--- src/rtl/sram_ctrl_if.sv ---
// Bundle of the two requester ports and the SRAM array bus for sram_ctrl.
//   p0_*   : instruction-fetch requester (req/we/addr/wdata/be in, ack/rdata/err out)
//   p1_*   : load/store requester, same shape as p0
//   sram_* : one-hot wordline, lane write data, read enable, per-lane write enable,
//            and the array's read data coming back
// slave  : controller side.  master : requester / array side.
interface sram_ctrl_if #(
    parameter int ADDR_W = 6,
    parameter int DEPTH  = 64
);
    logic              p0_req;
    logic              p0_we;
    logic [ADDR_W-1:0] p0_addr;
    logic [31:0]       p0_wdata;
    logic [3:0]        p0_be;
    logic              p0_ack;
    logic [31:0]       p0_rdata;
    logic              p0_err;

    logic              p1_req;
    logic              p1_we;
    logic [ADDR_W-1:0] p1_addr;
    logic [31:0]       p1_wdata;
    logic [3:0]        p1_be;
    logic              p1_ack;
    logic [31:0]       p1_rdata;
    logic              p1_err;

    logic [DEPTH-1:0]  sram_wordline;
    logic [31:0]       sram_datain;
    logic              sram_re;
    logic [3:0]        sram_we;
    logic [31:0]       sram_dataout;

    modport slave (
        input  p0_req, p0_we, p0_addr, p0_wdata, p0_be,
        output p0_ack, p0_rdata, p0_err,
        input  p1_req, p1_we, p1_addr, p1_wdata, p1_be,
        output p1_ack, p1_rdata, p1_err,
        output sram_wordline, sram_datain, sram_re, sram_we,
        input  sram_dataout
    );

    modport master (
        output p0_req, p0_we, p0_addr, p0_wdata, p0_be,
        input  p0_ack, p0_rdata, p0_err,
        output p1_req, p1_we, p1_addr, p1_wdata, p1_be,
        input  p1_ack, p1_rdata, p1_err,
        input  sram_wordline, sram_datain, sram_re, sram_we,
        output sram_dataout
    );
endinterface

--- src/rtl/sram_ctrl.sv ---
// Two-port sequencer for a DEPTH x 32-bit array of byte lanes.
// Round-robin arbitration between p0 (fetch) and p1 (load/store), one access
// per 5 cycles: IDLE -> ADDR -> ACT -> CAP -> DONE.
//   clk, rst : clock, synchronous active-high reset
//   bus      : sram_ctrl_if.slave (requester ports + array bus)
// All outputs are flops loaded from the next-state decode, so they change
// only on clock edges and are clean Moore outputs.
module sram_ctrl #(
    parameter int ADDR_W = 6,
    parameter int DEPTH  = 64
) (
    input logic        clk,
    input logic        rst,
    sram_ctrl_if.slave bus
);
    localparam logic [ADDR_W:0] DEPTH_LIM = (ADDR_W+1)'(DEPTH);

    typedef enum logic [2:0] {IDLE, ADDR, ACT, CAP, DONE} state_t;

    typedef struct packed {
        logic              we;
        logic [ADDR_W-1:0] addr;
        logic [31:0]       wdata;
        logic [3:0]        be;
    } op_t;

    state_t           state, state_nxt;
    op_t              op, op_nxt;
    logic             grant, grant_nxt;
    logic             last_grant, last_grant_nxt;
    logic             hit, hit_nxt;
    logic [DEPTH-1:0] wordline, wordline_nxt;
    logic [31:0]      datain, datain_nxt;
    logic             re, re_nxt;
    logic [3:0]       we, we_nxt;
    logic [1:0]       ack, ack_nxt;
    logic [1:0]       err, err_nxt;
    logic [31:0]      rdata0, rdata1;

    // Address lies inside the implemented rows.
    assign hit = ({1'b0, op.addr} < DEPTH_LIM);

    always_comb begin
        state_nxt      = state;
        op_nxt         = op;
        grant_nxt      = grant;
        last_grant_nxt = last_grant;
        case (state)
            IDLE: begin
                if (bus.p0_req || bus.p1_req) begin
                    // On a tie the port that did not win last time goes first.
                    grant_nxt      = (bus.p0_req && bus.p1_req) ? ~last_grant : bus.p1_req;
                    last_grant_nxt = grant_nxt;
                    op_nxt         = grant_nxt ? op_t'{bus.p1_we, bus.p1_addr, bus.p1_wdata, bus.p1_be}
                                               : op_t'{bus.p0_we, bus.p0_addr, bus.p0_wdata, bus.p0_be};
                    state_nxt      = ADDR;
                end
            end
            ADDR:    state_nxt = ACT;
            ACT:     state_nxt = CAP;
            CAP:     state_nxt = DONE;
            DONE:    state_nxt = IDLE;
            default: state_nxt = IDLE;
        endcase

        hit_nxt      = ({1'b0, op_nxt.addr} < DEPTH_LIM);
        wordline_nxt = '0;
        datain_nxt   = '0;
        re_nxt       = 1'b0;
        we_nxt       = '0;
        ack_nxt      = '0;
        err_nxt      = '0;

        // Wordline spans ADDR..CAP so the enables in ACT sit inside it on both sides.
        if (state_nxt == ADDR || state_nxt == ACT || state_nxt == CAP) begin
            datain_nxt = op_nxt.wdata;
            if (hit_nxt) begin
                for (int i = 0; i < DEPTH; i++)
                    wordline_nxt[i] = (op_nxt.addr == ADDR_W'(i));
            end
        end
        if (state_nxt == ACT && hit_nxt) begin
            re_nxt = ~op_nxt.we;
            we_nxt = op_nxt.we ? op_nxt.be : 4'b0000;
        end
        if (state_nxt == DONE) begin
            ack_nxt[grant_nxt] = 1'b1;
            err_nxt[grant_nxt] = ~hit_nxt;
        end
    end

    always_ff @(posedge clk) begin
        if (rst) begin
            state      <= IDLE;
            op         <= '0;
            grant      <= 1'b0;
            last_grant <= 1'b1;
            wordline   <= '0;
            datain     <= '0;
            re         <= 1'b0;
            we         <= '0;
            ack        <= '0;
            err        <= '0;
            rdata0     <= '0;
            rdata1     <= '0;
        end else begin
            state      <= state_nxt;
            op         <= op_nxt;
            grant      <= grant_nxt;
            last_grant <= last_grant_nxt;
            wordline   <= wordline_nxt;
            datain     <= datain_nxt;
            re         <= re_nxt;
            we         <= we_nxt;
            ack        <= ack_nxt;
            err        <= err_nxt;
            // Array data is valid in CAP (one cycle after re). Out-of-range
            // accesses return zero; in-range writes leave rdata untouched.
            if (state == CAP && (!hit || !op.we)) begin
                if (grant) rdata1 <= hit ? bus.sram_dataout : 32'h0;
                else       rdata0 <= hit ? bus.sram_dataout : 32'h0;
            end
        end
    end

    assign bus.sram_wordline = wordline;
    assign bus.sram_datain   = datain;
    assign bus.sram_re       = re;
    assign bus.sram_we       = we;
    assign bus.p0_ack        = ack[0];
    assign bus.p1_ack        = ack[1];
    assign bus.p0_err        = err[0];
    assign bus.p1_err        = err[1];
    assign bus.p0_rdata      = rdata0;
    assign bus.p1_rdata      = rdata1;
endmodule
--- src/flat_wrapper.sv ---
// flat-port wrapper written by rule: the top's interface ports become plain ports
module sram_ctrl_flat 
#(
    parameter int ADDR_W = 6,
    parameter int DEPTH  = 64
)
  (clk, rst, bus_p0_req, bus_p0_we, bus_p0_addr, bus_p0_wdata, bus_p0_be, bus_p0_ack, bus_p0_rdata, bus_p0_err, bus_p1_req, bus_p1_we, bus_p1_addr, bus_p1_wdata, bus_p1_be, bus_p1_ack, bus_p1_rdata, bus_p1_err, bus_sram_wordline, bus_sram_datain, bus_sram_re, bus_sram_we, bus_sram_dataout);
  sram_ctrl_if #(.ADDR_W(ADDR_W), .DEPTH(DEPTH)) bus_i ();
  input logic clk;
  input logic rst;
  input wire logic [$bits(bus_i.p0_req)-1:0] bus_p0_req;
  input wire logic [$bits(bus_i.p0_we)-1:0] bus_p0_we;
  input wire logic [$bits(bus_i.p0_addr)-1:0] bus_p0_addr;
  input wire logic [$bits(bus_i.p0_wdata)-1:0] bus_p0_wdata;
  input wire logic [$bits(bus_i.p0_be)-1:0] bus_p0_be;
  output wire logic [$bits(bus_i.p0_ack)-1:0] bus_p0_ack;
  output wire logic [$bits(bus_i.p0_rdata)-1:0] bus_p0_rdata;
  output wire logic [$bits(bus_i.p0_err)-1:0] bus_p0_err;
  input wire logic [$bits(bus_i.p1_req)-1:0] bus_p1_req;
  input wire logic [$bits(bus_i.p1_we)-1:0] bus_p1_we;
  input wire logic [$bits(bus_i.p1_addr)-1:0] bus_p1_addr;
  input wire logic [$bits(bus_i.p1_wdata)-1:0] bus_p1_wdata;
  input wire logic [$bits(bus_i.p1_be)-1:0] bus_p1_be;
  output wire logic [$bits(bus_i.p1_ack)-1:0] bus_p1_ack;
  output wire logic [$bits(bus_i.p1_rdata)-1:0] bus_p1_rdata;
  output wire logic [$bits(bus_i.p1_err)-1:0] bus_p1_err;
  output wire logic [$bits(bus_i.sram_wordline)-1:0] bus_sram_wordline;
  output wire logic [$bits(bus_i.sram_datain)-1:0] bus_sram_datain;
  output wire logic [$bits(bus_i.sram_re)-1:0] bus_sram_re;
  output wire logic [$bits(bus_i.sram_we)-1:0] bus_sram_we;
  input wire logic [$bits(bus_i.sram_dataout)-1:0] bus_sram_dataout;
  assign bus_i.p0_req = bus_p0_req;
  assign bus_i.p0_we = bus_p0_we;
  assign bus_i.p0_addr = bus_p0_addr;
  assign bus_i.p0_wdata = bus_p0_wdata;
  assign bus_i.p0_be = bus_p0_be;
  assign bus_p0_ack = bus_i.p0_ack;
  assign bus_p0_rdata = bus_i.p0_rdata;
  assign bus_p0_err = bus_i.p0_err;
  assign bus_i.p1_req = bus_p1_req;
  assign bus_i.p1_we = bus_p1_we;
  assign bus_i.p1_addr = bus_p1_addr;
  assign bus_i.p1_wdata = bus_p1_wdata;
  assign bus_i.p1_be = bus_p1_be;
  assign bus_p1_ack = bus_i.p1_ack;
  assign bus_p1_rdata = bus_i.p1_rdata;
  assign bus_p1_err = bus_i.p1_err;
  assign bus_sram_wordline = bus_i.sram_wordline;
  assign bus_sram_datain = bus_i.sram_datain;
  assign bus_sram_re = bus_i.sram_re;
  assign bus_sram_we = bus_i.sram_we;
  assign bus_i.sram_dataout = bus_sram_dataout;
  sram_ctrl #(.ADDR_W(ADDR_W), .DEPTH(DEPTH)) u_core (.clk(clk), .rst(rst), .bus(bus_i));
endmodule
--- config.mk ---
export PLATFORM = sky130hd
export DESIGN_NAME = sram_ctrl_flat
export DESIGN_NICKNAME = d
export VERILOG_FILES = /design/src/rtl/sram_ctrl_if.sv /design/src/rtl/sram_ctrl.sv /design/src/flat_wrapper.sv
export SDC_FILE = /design/constraint.sdc
export NUM_CORES = 1
export LEC_CHECK = 0
export ABC_AREA = 0
export BUFFER_PORTS_ARGS = -buffer_cell sky130_fd_sc_hd__buf_2
export CAP_MARGIN = 25
export CORE_AREA = 3 3 130 132
export CTS_CLUSTER_DIAMETER = 50
export DETAILED_ROUTE_END_ITERATION = 7
export DIE_AREA = 0 0 133 135
export GPL_ROUTABILITY_DRIVEN = 1
export PLACE_DENSITY = 0.78
export SYNTH_ARGS = -nofsm -noshare
export SYNTH_HDL_FRONTEND = slang
export SYNTH_SLANG_ARGS = --single-unit
--- constraint.sdc ---
create_clock -name clk -period 2.4 [get_ports clk]
set_input_delay 0.48 -clock clk [delete_from_list [all_inputs] [get_ports clk]]
set_output_delay 0.48 -clock clk [all_outputs]
set_load 0.03 [all_outputs]
==> flow_summary_export.csv <==
group,metric,value,unit
run_status,status,"finished clean",
clock_network,cts_tree,"yes",
grt,grt_use_met3,5.849,%
power,p_leak,4.623,nW
sta,finClkSkew,0.01405,ns
clock_network,cts_resized,0,
clock_network,clk_path_buf_depth,3,
drt,drcViolationCount,0,
sta,fin_ws,0.4305,ns
drt,vias,6510,
power,ir_worst_vdd,690.0,uV
final_layout,multiInputGateArea,0.003072,mm^2
placed_design,postPlaceCellArea,0.009309,mm^2
grt,grt_busiest_layer,"met2",
grt,grt_pass1_wl,32440,um
setup_path,critPathKind,"reg2reg",
grt,grt_util_met1,26.90,%
sta,drv_slew,0,
final_layout,final_cell_area,0.01017,mm^2
floorplan,core,0.01583,mm^2
floorplan,die_w,133,um
logic_synthesis,synth_ff_type,"dfxtp_1",
placed_design,dp_slack,0.1497,ns
floorplan,start_util,48.38,%
logic_synthesis,ys_types,41,
floorplan,core.rowCount,46,
logic_synthesis,netlist_top_cells_count,"dfxtp_1, nand2_1, nor2_1",
clock_network,htreeDepth,1,
logic_synthesis,muxShareOfSynthArea,11.45,%
sta,setup_violations,0,
clock_network,cts.clk_slew.worst_paths,0.06,ns
sta,hold_violations,0,
final_layout,final_core_utilization,64.26,%
sta,finalSetupTns,0,ns
final_layout,area_growth,32.83,%
setup_path,critPathMaxFanout,16,
floorplan,dieArea,0.01796,mm^2
logic_synthesis,avgSynthCellArea,9.705,um^2
min_path,worst_hold_path.num_cells,3,
logic_synthesis,syn_area,0.007657,mm^2
logic_synthesis,synth_top_cell_area_share,56.21,%
floorplan,die_y,135,um
setup_path,startpoint,"u_core.state[1]$_SDFF_PP0_",
sta,worstMarginPinSlew,0.7145,ns
logic_synthesis,synth_top_family_by_area,"simple AND/OR/NAND/NOR gates",
logic_synthesis,synthXorXnorAreaFrac,0,%
logic_synthesis,post-synth-top-area-cell,"dfxtp_1",
logic_synthesis,synth_compound_area_share,9.837,%
grt,grt_remaining_overflow,0,
final_layout,nNetsFinal,1196,
sta,rsz0062_at_grt,"no",
setup_path,reg2reg_depth,5,
logic_synthesis,ys_seq_area_share,56.21,%
setup_path,critPathRequiredTime,2.76,ns
setup_path,rr_startpoint,"u_core.state[1]$_SDFF_PP0_",
logic_synthesis,yosysMostFrequentCell,"dfxtp_1",
grt,grt_pass1_vias,6443,
placed_design,dp.cells,1262,
run,maxCapViolCount,0,
sta,max_slew_margin,52.23,%
clock_network,post_cts_buffers,0,
clock_network,cts_made_buffers,25,
floorplan,num_io_pins,291,
logic_synthesis,ys_warn_count,0,
min_path,hold_path_class,"in2reg",
setup_path,arrival,2.33,ns
clock_network,cts_root_buf,"clkbuf_16",
logic_synthesis,synthSimpleGateAreaFrac,18.40,%
drt,vias_per_cell,4.977,
logic_synthesis,synthTopCellsByArea,"dfxtp_1, nand2_1, mux2i_1, mux2_2, nor2_1",
sta,fmax,0.5078,GHz
final_layout,drive_gt1_share,38.55,%
placed_design,place_congestion,0.8319,
drt,final_antenna_net_count,0,
setup_path,endpoint_kind,"register",
power,finalPower,9.802,mW
final_layout,layout.cells.non_filler,1308,
clock_network,cts_sinks,215,
final_layout,diodes,0,
grt,gr-usage-met2,37.27,%
min_path,holdCritStartpoint,"bus_sram_dataout[23]",
logic_synthesis,synthAdderAreaFrac,0,%
grt,grt_max_degree,62,
logic_synthesis,async_flop_share,0,%
grt,grt_usage,21.74,%
drt,dr.first_iter.drc_count,419,
drt,wl_per_cell,15.43,um
logic_synthesis,synth_cells,789,
drt,routed_wl,20180,um
logic_synthesis,synth_seq_cells,215,
setup_path,start_kind,"register",
grt,antenna_found_initial,0,
placed_design,port_buffers,288,
final_layout,n_fill_cell,1276,
placed_design,dp_hpwl,14020,um
drt,dr.pass1.iters,4,
sta,whs,0.2213,ns
sta,period_needed,1.969,ns
sta,period_share,82.06,%
power,p_per_area,963.7,mW/mm^2
final_layout,final-seq-area,0.004304,mm^2
clock_network,hold_buffers,0,
clock_network,clock_latency,0.50,ns
logic_synthesis,synth-edff-count,0,
-- per-layer routing --
| layer | share of wire (%) | vias up |
|---|---|---|
| li1 | - | 3217 |
| met1 | 41 | 3029 |
| met2 | 49 | 227 |
| met3 | 7.9 | 37 |
| met4 | 2.3 | 0 |
| met5 | 0 | - |
-- worst paths after layout --
check / to / slack [ns]
min: u_core.bus.p1_rdata[23]$_SDFFE_PP0P_ / 0.22
max reg2reg: u_core.op[1]$_SDFF_PP0_ / 0.43
max: u_core.op[1]$_SDFF_PP0_ / 0.43
min reg2reg: u_core.bus.p1_rdata[7]$_SDFFE_PP0P_ / 0.45
-- registers in the layout, indices dropped and copies added (netlist names) --
register and flops:
u_core.grant 1, u_core.bus.sram_datain 32, u_core.bus.p1_rdata 32, u_core.bus.sram_we 4, u_core.bus.sram_wordline 64, u_core.bus.sram_re 1, u_core.bus.p0_rdata 32, u_core.op 43
u_core.last_grant 1, u_core.state 3, u_core.ack 2
-- cells by family after synthesis --
group	after synthesis
compound gates	102
buf+inv	62
flops	215
mux	83
other cells	1
simple gates	326
-- cells in the final DEF (no fill, tap or decap), types with 3 or more instances in the layout --
cell	count
nand2_1	137
buf_2	287
o31ai_4	6
clkinv_2	4
buf_4	25
nor3_1	66
and3b_1	4
a21oi_1	64
clkbuf_16	25
dfxtp_1	215
mux2i_1	46
inv_1	5
nand2b_1	7
o22ai_2	3
nor2_1	93
bufinv_16	3
nor3_2	3
mux2_2	37
o211ai_2	4
clkinv_4	3
o22ai_1	3
a211oi_1	8
nor3b_1	6
-- power by group --
group	internal [mW]	switching (mW)	total [mW]
clock network	2.31	1.54	3.85
logic	0.688	1.29	1.98
registers	3.85	0.118	3.97
total	6.85	2.95	9.80
-- critical path: stages (launching register included) --
cell and delay, ns:
dfxtp_1 0.39, or3_4 0.51, nor2_4 0.27, buf_4 0.31
mux2i_1 0.29, nor2_1 0.06
-- layout make-up --
class                      count  share of cell area, %
clock buffer                  28                  6.360
tap                          216                  2.657
inverter                       5                 0.1845
multi-input combinational    513                  30.20
timing repair buffer         314                  16.24
clock inverter                17                  2.042
sequential                   215                  42.32
No activity file was read; power rests on OpenSTA's default activity.
